**src/rtl/nn_pkg.sv**
```systemverilog
// Shared constants for the NN burst feeder and the NN controller that consumes its lane bus:
// geometry of the feature/weight bursts and the feeder state encoding.
package nn_pkg;

  localparam int BYTE_W     = 8;
  localparam int LANES      = 50;
  localparam int FEAT_BEATS = 20;
  localparam int L0_BEATS   = 21;
  localparam int L1_BEATS   = 3;
  localparam int L0_NEURONS = 100;
  localparam int L1_NEURONS = 2;
  localparam int GAP_L0     = 24;
  localparam int GAP_L1     = 6;

  typedef logic [2:0] feed_state_t;

  localparam feed_state_t ST_IDLE = 3'd0;
  localparam feed_state_t ST_FEAT = 3'd1;
  localparam feed_state_t ST_W0   = 3'd2;
  localparam feed_state_t ST_GAP0 = 3'd3;
  localparam feed_state_t ST_W1   = 3'd4;
  localparam feed_state_t ST_GAP1 = 3'd5;
  localparam feed_state_t ST_DONE = 3'd6;

endpackage

```
**src/rtl/nn_row_packer.sv**
```systemverilog
// Byte-to-row packer: fills lanes 1..LANES in arrival order and presents the full row
// combinationally on the accept that fills the last lane.
module nn_row_packer
  import nn_pkg::*;
#(
  parameter int LANES = nn_pkg::LANES
) (
  input  logic                    clk,
  input  logic                    rst,
  input  logic [BYTE_W-1:0]       i_byte,
  input  logic                    i_accept,
  input  logic                    i_clear,
  output logic [LANES*BYTE_W-1:0] o_row,
  output logic                    o_row_done
);

  localparam int IDX_W = $clog2(LANES);

  logic [IDX_W-1:0]            r_idx;
  logic [(LANES-1)*BYTE_W-1:0] r_stage;
  logic                        w_last;

  assign w_last     = (r_idx == IDX_W'(LANES - 1));
  assign o_row_done = i_accept && w_last;
  // The last lane is never staged: it is taken straight from the byte being accepted.
  assign o_row      = {i_byte, r_stage};

  // NOTE: state registers use non-blocking assignment so every flop samples pre-edge values.
  always_ff @(posedge clk) begin
    if (rst || i_clear) begin
      r_idx <= '0;
    end else if (i_accept) begin
      r_idx <= w_last ? '0 : r_idx + 1'b1;
    end
  end

  // NOTE: the staging row has no reset; every lane is rewritten before a row can be released.
  always_ff @(posedge clk) begin
    if (i_accept && !w_last) begin
      r_stage[r_idx*BYTE_W +: BYTE_W] <= i_byte;
    end
  end

endmodule

```
**src/rtl/nn_burst_feeder.sv**
```systemverilog
// Transmit side of the lane burst interface: feature burst, layer-0 and layer-1 weight bursts
// with compute gaps. Define NNFEED_CHECKSUM_EN to add the csum output (byte sum of the frame).
module nn_burst_feeder
  import nn_pkg::*;
#(
  parameter int LANES      = nn_pkg::LANES,
  parameter int FEAT_BEATS = nn_pkg::FEAT_BEATS,
  parameter int L0_NEURONS = nn_pkg::L0_NEURONS,
  parameter int L0_BEATS   = nn_pkg::L0_BEATS,
  parameter int L1_NEURONS = nn_pkg::L1_NEURONS,
  parameter int L1_BEATS   = nn_pkg::L1_BEATS,
  parameter int GAP_L0     = nn_pkg::GAP_L0,
  parameter int GAP_L1     = nn_pkg::GAP_L1
) (
  input  logic                    clk,
  input  logic                    rst,
  input  logic                    start,
  input  logic [BYTE_W-1:0]       s_data,
  input  logic                    s_valid,
  output logic                    s_ready,
  output logic [7:0]              count,
  output logic [LANES*BYTE_W-1:0] lanes,
  output logic                    out_valid,
  output logic                    busy,
  output logic                    done
`ifdef NNFEED_CHECKSUM_EN
  ,
  output logic [15:0]             csum
`endif
);

  feed_state_t             r_state;
  logic [7:0]              r_beat;
  logic [7:0]              r_neuron;
  logic [7:0]              r_gap;
  logic                    w_accept;
  logic                    w_start;
  logic                    w_row_done;
  logic                    w_last_beat;
  logic [LANES*BYTE_W-1:0] w_row;

  assign s_ready  = (r_state == ST_FEAT) || (r_state == ST_W0) || (r_state == ST_W1);
  assign busy     = (r_state != ST_IDLE);
  assign done     = (r_state == ST_DONE);
  assign w_accept = s_valid && s_ready;
  assign w_start  = start && (r_state == ST_IDLE);

  nn_row_packer #(
    .LANES (LANES)
  ) u_packer (
    .clk        (clk),
    .rst        (rst),
    .i_byte     (s_data),
    .i_accept   (w_accept),
    .i_clear    (w_start),
    .o_row      (w_row),
    .o_row_done (w_row_done)
  );

  always_comb begin
    // NOTE: default first so no path through the case leaves the signal unassigned (no latch).
    w_last_beat = 1'b0;
    case (r_state)
      ST_FEAT: w_last_beat = (r_beat == 8'(FEAT_BEATS - 1));
      ST_W0:   w_last_beat = (r_beat == 8'(L0_BEATS - 1));
      ST_W1:   w_last_beat = (r_beat == 8'(L1_BEATS - 1));
      default: w_last_beat = 1'b0;
    endcase
  end

  always_ff @(posedge clk) begin
    if (rst) begin
      r_state  <= ST_IDLE;
      r_beat   <= '0;
      r_neuron <= '0;
      r_gap    <= '0;
    end else begin
      case (r_state)
        ST_IDLE: begin
          if (w_start) begin
            r_state  <= ST_FEAT;
            r_beat   <= '0;
            r_neuron <= '0;
            r_gap    <= '0;
          end
        end
        ST_FEAT, ST_W0, ST_W1: begin
          if (w_row_done) begin
            r_beat <= w_last_beat ? '0 : r_beat + 8'd1;
            if (w_last_beat) begin
              r_gap <= '0;
              if (r_state == ST_FEAT)    r_state <= ST_W0;
              else if (r_state == ST_W0) r_state <= ST_GAP0;
              else                       r_state <= ST_GAP1;
            end
          end
        end
        ST_GAP0: begin
          if (r_gap == 8'(GAP_L0 - 1)) begin
            r_gap <= '0;
            if (r_neuron == 8'(L0_NEURONS - 1)) begin
              r_neuron <= '0;
              r_state  <= ST_W1;
            end else begin
              r_neuron <= r_neuron + 8'd1;
              r_state  <= ST_W0;
            end
          end else begin
            r_gap <= r_gap + 8'd1;
          end
        end
        ST_GAP1: begin
          if (r_gap == 8'(GAP_L1 - 1)) begin
            r_gap <= '0;
            if (r_neuron == 8'(L1_NEURONS - 1)) begin
              r_state <= ST_DONE;
            end else begin
              r_neuron <= r_neuron + 8'd1;
              r_state  <= ST_W1;
            end
          end else begin
            r_gap <= r_gap + 8'd1;
          end
        end
        ST_DONE: r_state <= ST_IDLE;
        default: r_state <= ST_IDLE;
      endcase
    end
  end

  // Row and beat index hold between beats so the consumer may resample them every clock.
  always_ff @(posedge clk) begin
    if (rst) begin
      count     <= '0;
      lanes     <= '0;
      out_valid <= 1'b0;
    end else begin
      out_valid <= w_row_done;
      if (w_row_done) begin
        count <= r_beat;
        lanes <= w_row;
      end
    end
  end

`ifdef NNFEED_CHECKSUM_EN
  logic [15:0] r_csum;

  always_ff @(posedge clk) begin
    if (rst) begin
      r_csum <= '0;
    end else if (w_start) begin
      r_csum <= '0;
    end else if (w_accept) begin
      r_csum <= r_csum + 16'(s_data);
    end
  end

  assign csum = r_csum;
`endif

endmodule
```
**config.mk**
```make
export PLATFORM = sky130hd
export DESIGN_NAME = nn_burst_feeder
export DESIGN_NICKNAME = d
export VERILOG_FILES = /design/src/rtl/nn_pkg.sv /design/src/rtl/nn_row_packer.sv /design/src/rtl/nn_burst_feeder.sv
export SDC_FILE = /design/constraint.sdc
export NUM_CORES = 1
export LEC_CHECK = 0
export ABC_AREA = 0
export CAP_MARGIN = 20
export CORE_UTILIZATION = 54
export DETAILED_ROUTE_END_ITERATION = 8
export MAX_ROUTING_LAYER = met4
export PLACE_DENSITY = 0.79
export SYNTH_ARGS = -nofsm -noshare
export SYNTH_HDL_FRONTEND = slang
export SYNTH_SLANG_ARGS = --single-unit
```
**constraint.sdc**
```tcl
create_clock -name clk -period 3.6 [get_ports clk]
set_clock_uncertainty 0.2 [all_clocks]
set_input_delay 0.72 -clock clk [delete_from_list [all_inputs] [get_ports clk]]
set_output_delay 0.72 -clock clk [all_outputs]
set_load 0.005 [all_outputs]
```
## Word level (Yosys, flattened, before mapping)

Cells that the tools add are included.

| operators by class | value |
|---|---|
| $add $sub $neg | 5 |
| equal/unequal tests | 20 |
| reduce and logical (&&, ||, !) cells | 18 |
| muxes and demuxes | 27 |
| shift operators | 2 |

Operators by type and width:

| kind | number |
|---|---|
| 392-bit bitwise mux | 1 |
| 8-bit by 34-bit variable shift with 392-bit output (first input constant) | 1 |
| 8-bit by 34-bit variable part select with 392-bit output | 1 |
| 8-bit 2-to-1 mux | 11 |
| 9-bit negation with 34-bit output | 1 |
| 8-bit one-hot mux with 4 select lines | 1 |
| 8-bit by 1-bit adder with 8-bit output (second input constant) | 3 |
| 8-bit by 5-bit == test with 1-bit output (second input constant) | 3 |
| 3-bit 2-to-1 mux | 8 |
| 8-bit one-hot mux with 3 select lines | 1 |
| 8-bit one-hot mux with 2 select lines | 1 |
| 3-bit one-hot mux with 4 select lines | 1 |
| 2-bit != test (second input constant) | 5 |
| 5-bit AND reduction | 2 |
| 3-bit == test (second input constant) | 3 |
| 8-bit by 1-bit == test with 1-bit output (second input constant) | 1 |
| 8-bit by 2-bit == test with 1-bit output (second input constant) | 1 |
| 8-bit by 3-bit == test with 1-bit output (second input constant) | 1 |
| 8-bit by 7-bit == test with 1-bit output (second input constant) | 1 |
| 6-bit by 1-bit adder with 6-bit output (second input constant) | 1 |
| 3-bit by 2-bit == test with 1-bit output (second input constant) | 2 |
| 6-bit == test (second input constant) | 1 |
| 6-bit 2-to-1 mux | 1 |
| 3-bit nonzero test | 2 |
| 13 further kinds | 18 |

| word-level totals | value |
|---|---|
| register bits | 834 |
| output and inout bits | 412 |
| logic and storage cells | 81 |

## Longest topological paths before layout

| logic depth | value |
|---|---|
| depth in word-level cells | 7 |
| gate-level depth with buffers | 10 |
| mapped depth without buffers | 8 |

## Hierarchy

Synthesis repeated with hierarchy kept, for this count alone.

| second synthesis, totals | value |
|---|---|
| cell total of the unflattened synthesis | 2585 |
| area total of the unflattened synthesis | 30674.4 µm² |

By module, submodules not included:

| module | instances | sequential area each (µm²) | cells each | area each (µm²) |
|---|---|---|---|---|
| nn_burst_feeder | 1 | 8728.4 | 1529 | 15849.0 |
| nn_row_packer | 1 | 11891.4 | 1056 | 14825.5 |

## Worst setup path after synthesis

Ideal clock, no wire load.

| timing path | value |
|---|---|
| path kind | flip-flop to flip-flop |
| start point | register u_packer.r_idx[0] |
| end point | register u_packer.r_stage[0], enable pin |
| path slack | 417 ps |
| arrival | 2651 ps |
| cell stages (with the launch flop) | 9 |
| cells stage by stage | dfxtp_1 clkbuf_1 or3_1 clkbuf_1 nor2_1 ha_1 or3_1 nor4_1 and2_1 |

| between the ends | value |
|---|---|
| word-level cells in the longest chain between the ends | 3 |

Ends and longest elaborated chain:

| element | line | RTL |
|---|---|---|
| start: declaration | nn_row_packer.sv:19 | `logic [IDX_W-1:0] r_idx;` |
| start signal: assignment | nn_row_packer.sv:33 | `r_idx <= w_last ? '0 : r_idx + 1'b1;` |
| 6-bit == test | nn_row_packer.sv:23 | `assign w_last = (r_idx == IDX_W'(LANES - 1));` |
| 1-bit zero test | nn_row_packer.sv:39 | `if (i_accept && !w_last) begin` |
| 1-bit logical AND | nn_row_packer.sv:39 |  |
| end signal: indexed assignment | nn_row_packer.sv:40 | `r_stage[r_idx*BYTE_W +: BYTE_W] <= i_byte;` |
| end: declaration | nn_row_packer.sv:20 | `logic [(LANES-1)*BYTE_W-1:0] r_stage;` |

No other way between the ends.
A chain may end at the register's enable or synchronous reset.

## Worst setup path after layout

| timing path | value |
|---|---|
| start point | register u_packer.r_idx[0] |
| end point | register u_packer.r_stage[372], enable pin |

The elaborated chain is that of the path after synthesis.

==> results.py <==
metrics = {
    "place": {
        "place_area_sq_mm": 0.03513,
        "place.port_buffers": 423,
        "place_hpwl_mm": 55.70,
        "place_ws_ps": -190.0,
        "gp_congestion": 0.9001,
    },
    "timing": {
        "rsz0062_at_grt": "yes",
        "hold_viol": 0,
        "fmax_ghz": 0.2860,
        "tightest_slew_ps": 877.0,
        "slew_violations": 0,
        "final.setup.worst_slack_ps": 103.3,
        "max_slew_margin_pct": 41.35,
        "period_needed_ps": 3497,
        "hold_slack_ps": 253.1,
        "setup_viol": 0,
        "timing.final.crit_share_pct": 97.13,
        "tns_ps": 0,
    },
    "floorplan": {
        "start_util_pct": 54.68,
        "die_w_um": 238.2,
        "io_pins": 424,
        "rows": 86,
        "core_sq_mm": 0.05509,
        "chipHeight_um": 238.2,
        "die_area_sq_mm": 0.05673,
    },
    "synthesis": {
        "avgSynthCellArea_sq_um": 9.935,
        "netlist_instances": 3032,
        "netlist_area_sq_mm": 0.03012,
        "synth-seq-cells": 834,
        "synth-edff-count": 392,
        "ys_warn_count": 0,
        "syn-num-nets": 3053,
        "synth_cell_types": 48,
        "synth_seq_area_share_pct": 68.45,
        "async_flop_share_pct": 0,
        "synth_flop_cell": "dfxtp_1",
    },
    "global_routing": {
        "overflow": 0,
        "grt_first_pass_wirelength_mm": 123.7,
        "antenna_found_initial": 0,
        "track_usage_pct": 29.46,
        "grt_max_degree": 117,
        "grt_pass1_vias": 22410,
    },
    "critical_path": {
        "endpoint_kind": "flip-flop",
        "worstReg2RegEnd": "u_packer.r_stage[372]$_DFFE_PP_",
        "rrSetupSlack_ps": 100,
        "worstReg2RegStart": "u_packer.r_idx[0]$_SDFFE_PP0P_",
        "crit_chain": "inv_1 -> ha_1 -> nand2b_1 -> nor3_2 -> nand3_1 -> a21oi_1 -> nand2_1 -> nor2_1",
        "arrival_ps": 3550,
        "crit_slowest_cell": "nor2_1",
        "critPathRequiredTime_ps": 3650,
        "reg2regPathDepth": 8,
        "crit_type": "reg2reg",
        "start_kind": "flip-flop",
        "worst-path-max-fanout": 8,
        "cp_slowest_stage_delay_ps": 560,
    },
    "layout": {
        "antenna_cells": 0,
        "fill_cells": 3947,
        "nets": 3428,
        "fin_area_sq_mm": 0.03801,
        "synthToLayoutAreaGrowth_pct": 26.18,
        "final_layout_size_suffix_gt1_share_pct": 7.336,
    },
    "power_and_ir_drop": {
        "power.density_mw_per_mm2": 516.4,
        "ir_worst_vdd_mv": 0.3620,
        "totalPowerFinal_mw": 19.63,
        "p_leak_nw": 12.20,
    },
    "hold_path": {
        "min_path_cells": 2,
        "hold_end": "lanes[158]$_SDFFE_PP0P_",
        "hold_class": "reg2reg",
        "hp-start": "lanes[158]$_SDFFE_PP0P_",
    },
    "clocking": {
        "root_buffer": "clkbuf_16",
        "tritoncts": "done",
        "cts_setup_buffers": 0,
        "cts.sinks": 834,
        "htreeDepth": 3,
        "clk_latency_ps": 630,
        "clkTransAtPathRegs_ps": 60,
        "cts_made_buffers": 82,
        "cts_hold_buf": 0,
        "clock_path_buffers": 3,
    },
    "route": {
        "drc_errors": 0,
        "wl_per_cell_um": 19.59,
        "routed_wirelength_mm": 82.74,
        "ant_nets": 0,
        "drt_pass1_iterations": 6,
        "drt-initial-drc-count": 2485,
        "via_count": 23180,
        "vias_per_cell": 5.489,
    },
    "run_status": {
        "status": "completed",
    },
    "run": {
        "max-cap-violations": 0,
    },
}
==> routing by layer <==
metal / track usage [%] / wire, um / vias up / share of wire [%]
met5: - / 0 / - / 0
met3: 5.275 / 6590 / 207 / 8.0
li1: - / - / 10800 / -
met2: 48.22 / 40850 / 1023 / 49
met1: 35.46 / 32170 / 11160 / 39
met4: 13.93 / 3131 / 0 / 3.8
==> report_power, final <==
| group | switching, mW | internal [mW] | total, mW |
|---|---|---|---|
| Clock | 3.63 | 5.08 | 8.72 |
| Combinational | 0.683 | 0.291 | 0.974 |
| Sequential | 0.0368 | 9.90 | 9.94 |
| Total | 4.35 | 15.3 | 19.6 |
==> sequential cells by signal, summed over array words and instances, names as in the netlist <==
name	cells
r_neuron	8
u_packer.r_stage	392
r_state	3
r_beat	8
r_gap	8
count	8
out_valid	1
u_packer.r_idx	6
lanes	400
==> logic make-up (layout without fill, tap and decap cells) <==
kind of cell,Yosys count,in the layout,synth area share [%]
AOI/OAI and AO/OA,481,481,8.174
buffers and inverters,212,656,3.107
adders and majority gates,9,9,0.3738
DFF,834,834,68.45
muxes,3,3,0.09969
xor gates and xnor gates,16,16,0.4652
and+or+nand+nor,1477,1477,19.33
==> area by class of cell <==
| class | count | area [sq um] | share of cell area [%] |
|---|---|---|---|
| flip-flops and latches | 834 | 20620 | 54.25 |
| multi-input cells | 1986 | 8710 | 22.91 |
| repair buffers | 493 | 4927 | 12.96 |
| clock buffers | 117 | 2422 | 6.373 |
| clock inverters | 36 | 357.8 | 0.9414 |
| inverters | 10 | 37.54 | 0.09875 |
| well taps | 748 | 935.9 | 2.462 |
==> critical path: cells and delay by family, from the launching register on <==
kind	cells	cell delay, ps
AND/OR/NAND/NOR	5	1580
AO/OA/AOI/OAI	1	550
flip-flops	1	380
adder cells (fa/ha/maj)	1	290
buffers and inverters	1	130
==> how the worst max path moves through the flow <==
stage               depth (start not counted)                               to                           start  slack, ps
detailed placement                          8  u_packer.r_stage[116]$_DFFE_PP_  u_packer.r_idx[0]$_SDFFE_PP0P_       -190
global placement                            5  u_packer.r_stage[163]$_DFFE_PP_                         s_valid         -3
CTS                                         7  u_packer.r_stage[242]$_DFFE_PP_  u_packer.r_idx[0]$_SDFFE_PP0P_        -70
floorplan                                   8    u_packer.r_stage[0]$_DFFE_PP_  u_packer.r_idx[0]$_SDFFE_PP0P_        420
global route                                8  u_packer.r_stage[374]$_DFFE_PP_  u_packer.r_idx[0]$_SDFFE_PP0P_        -80
finish                                      8  u_packer.r_stage[372]$_DFFE_PP_  u_packer.r_idx[0]$_SDFFE_PP0P_        100
==> metrics by stage <==
| stage | cells | utilization (%) |
|---|---|---|
| 2_1_floorplan | 3032 | - |
| 3_3_place_gp | 4071 | 63.77 |
| 3_5_place_dp | 4071 | 63.77 |
| 4_1_cts | 4224 | 68.84 |
| 5_1_grt | 4224 | 68.99 |
| 6_report | 4224 | 68.99 |
==> cell usage after synthesis, types with 2 or more instances <==
master    count  area share [%]
buf_2        40            0.66
or2_2         4           0.083
ha_1          9            0.37
buf_4        22            0.55
nor4_1        6            0.12
a21oi_1     440             7.3
nand3_1      19            0.32
nand3b_1      5            0.12
xor2_1        4            0.12
or3_1         6            0.12
a41oi_1       2           0.058
nand2b_1      8            0.17
dfxtp_1     442              29
nor2b_1       7            0.15
or3b_2        7            0.20
nor3b_1       2           0.050
a211o_1       2           0.058
a211oi_1      2           0.050
mux2i_1       3            0.10
o21a_1        2           0.050
nor2_1      483             6.0
nand4_1       5            0.10
inv_1        10            0.12
edfxtp_1    392              39
nand2_1     884              11
clkbuf_1    138             1.7
a21o_1        3           0.075
o21ai_1       4           0.066
and2_1       11            0.23
and3_1        7            0.15
xnor2_1      12            0.35
nor3_1       17            0.28
o21ai_0      19            0.32
==> placed cells by master (no fill, tap or decap), drive strengths merged, types with 7 or more instances in the layout <==
master	Yosys	layout
inv	10	15
nand2	884	884
dfxtp	442	442
buf	64	71
or3b	8	8
ha	9	9
nor2b	7	7
xnor2	12	12
clkinv	0	26
nor2	484	484
nand3	19	19
nor3	19	19
edfxtp	392	392
clkbuf	138	117
and2	11	11
o21ai	23	23
nand2b	8	8
clkdlybuf4s50	0	422
and3	7	7
a21oi	440	440
==> timing repair <==
action                                  in CTS  in global routing
pin swaps                                    0                  0
cloned                                       0                  0
endpoints found under the setup margin     166                248
gates resized for setup                      4                 31
(Power assumes the default switching activity.)
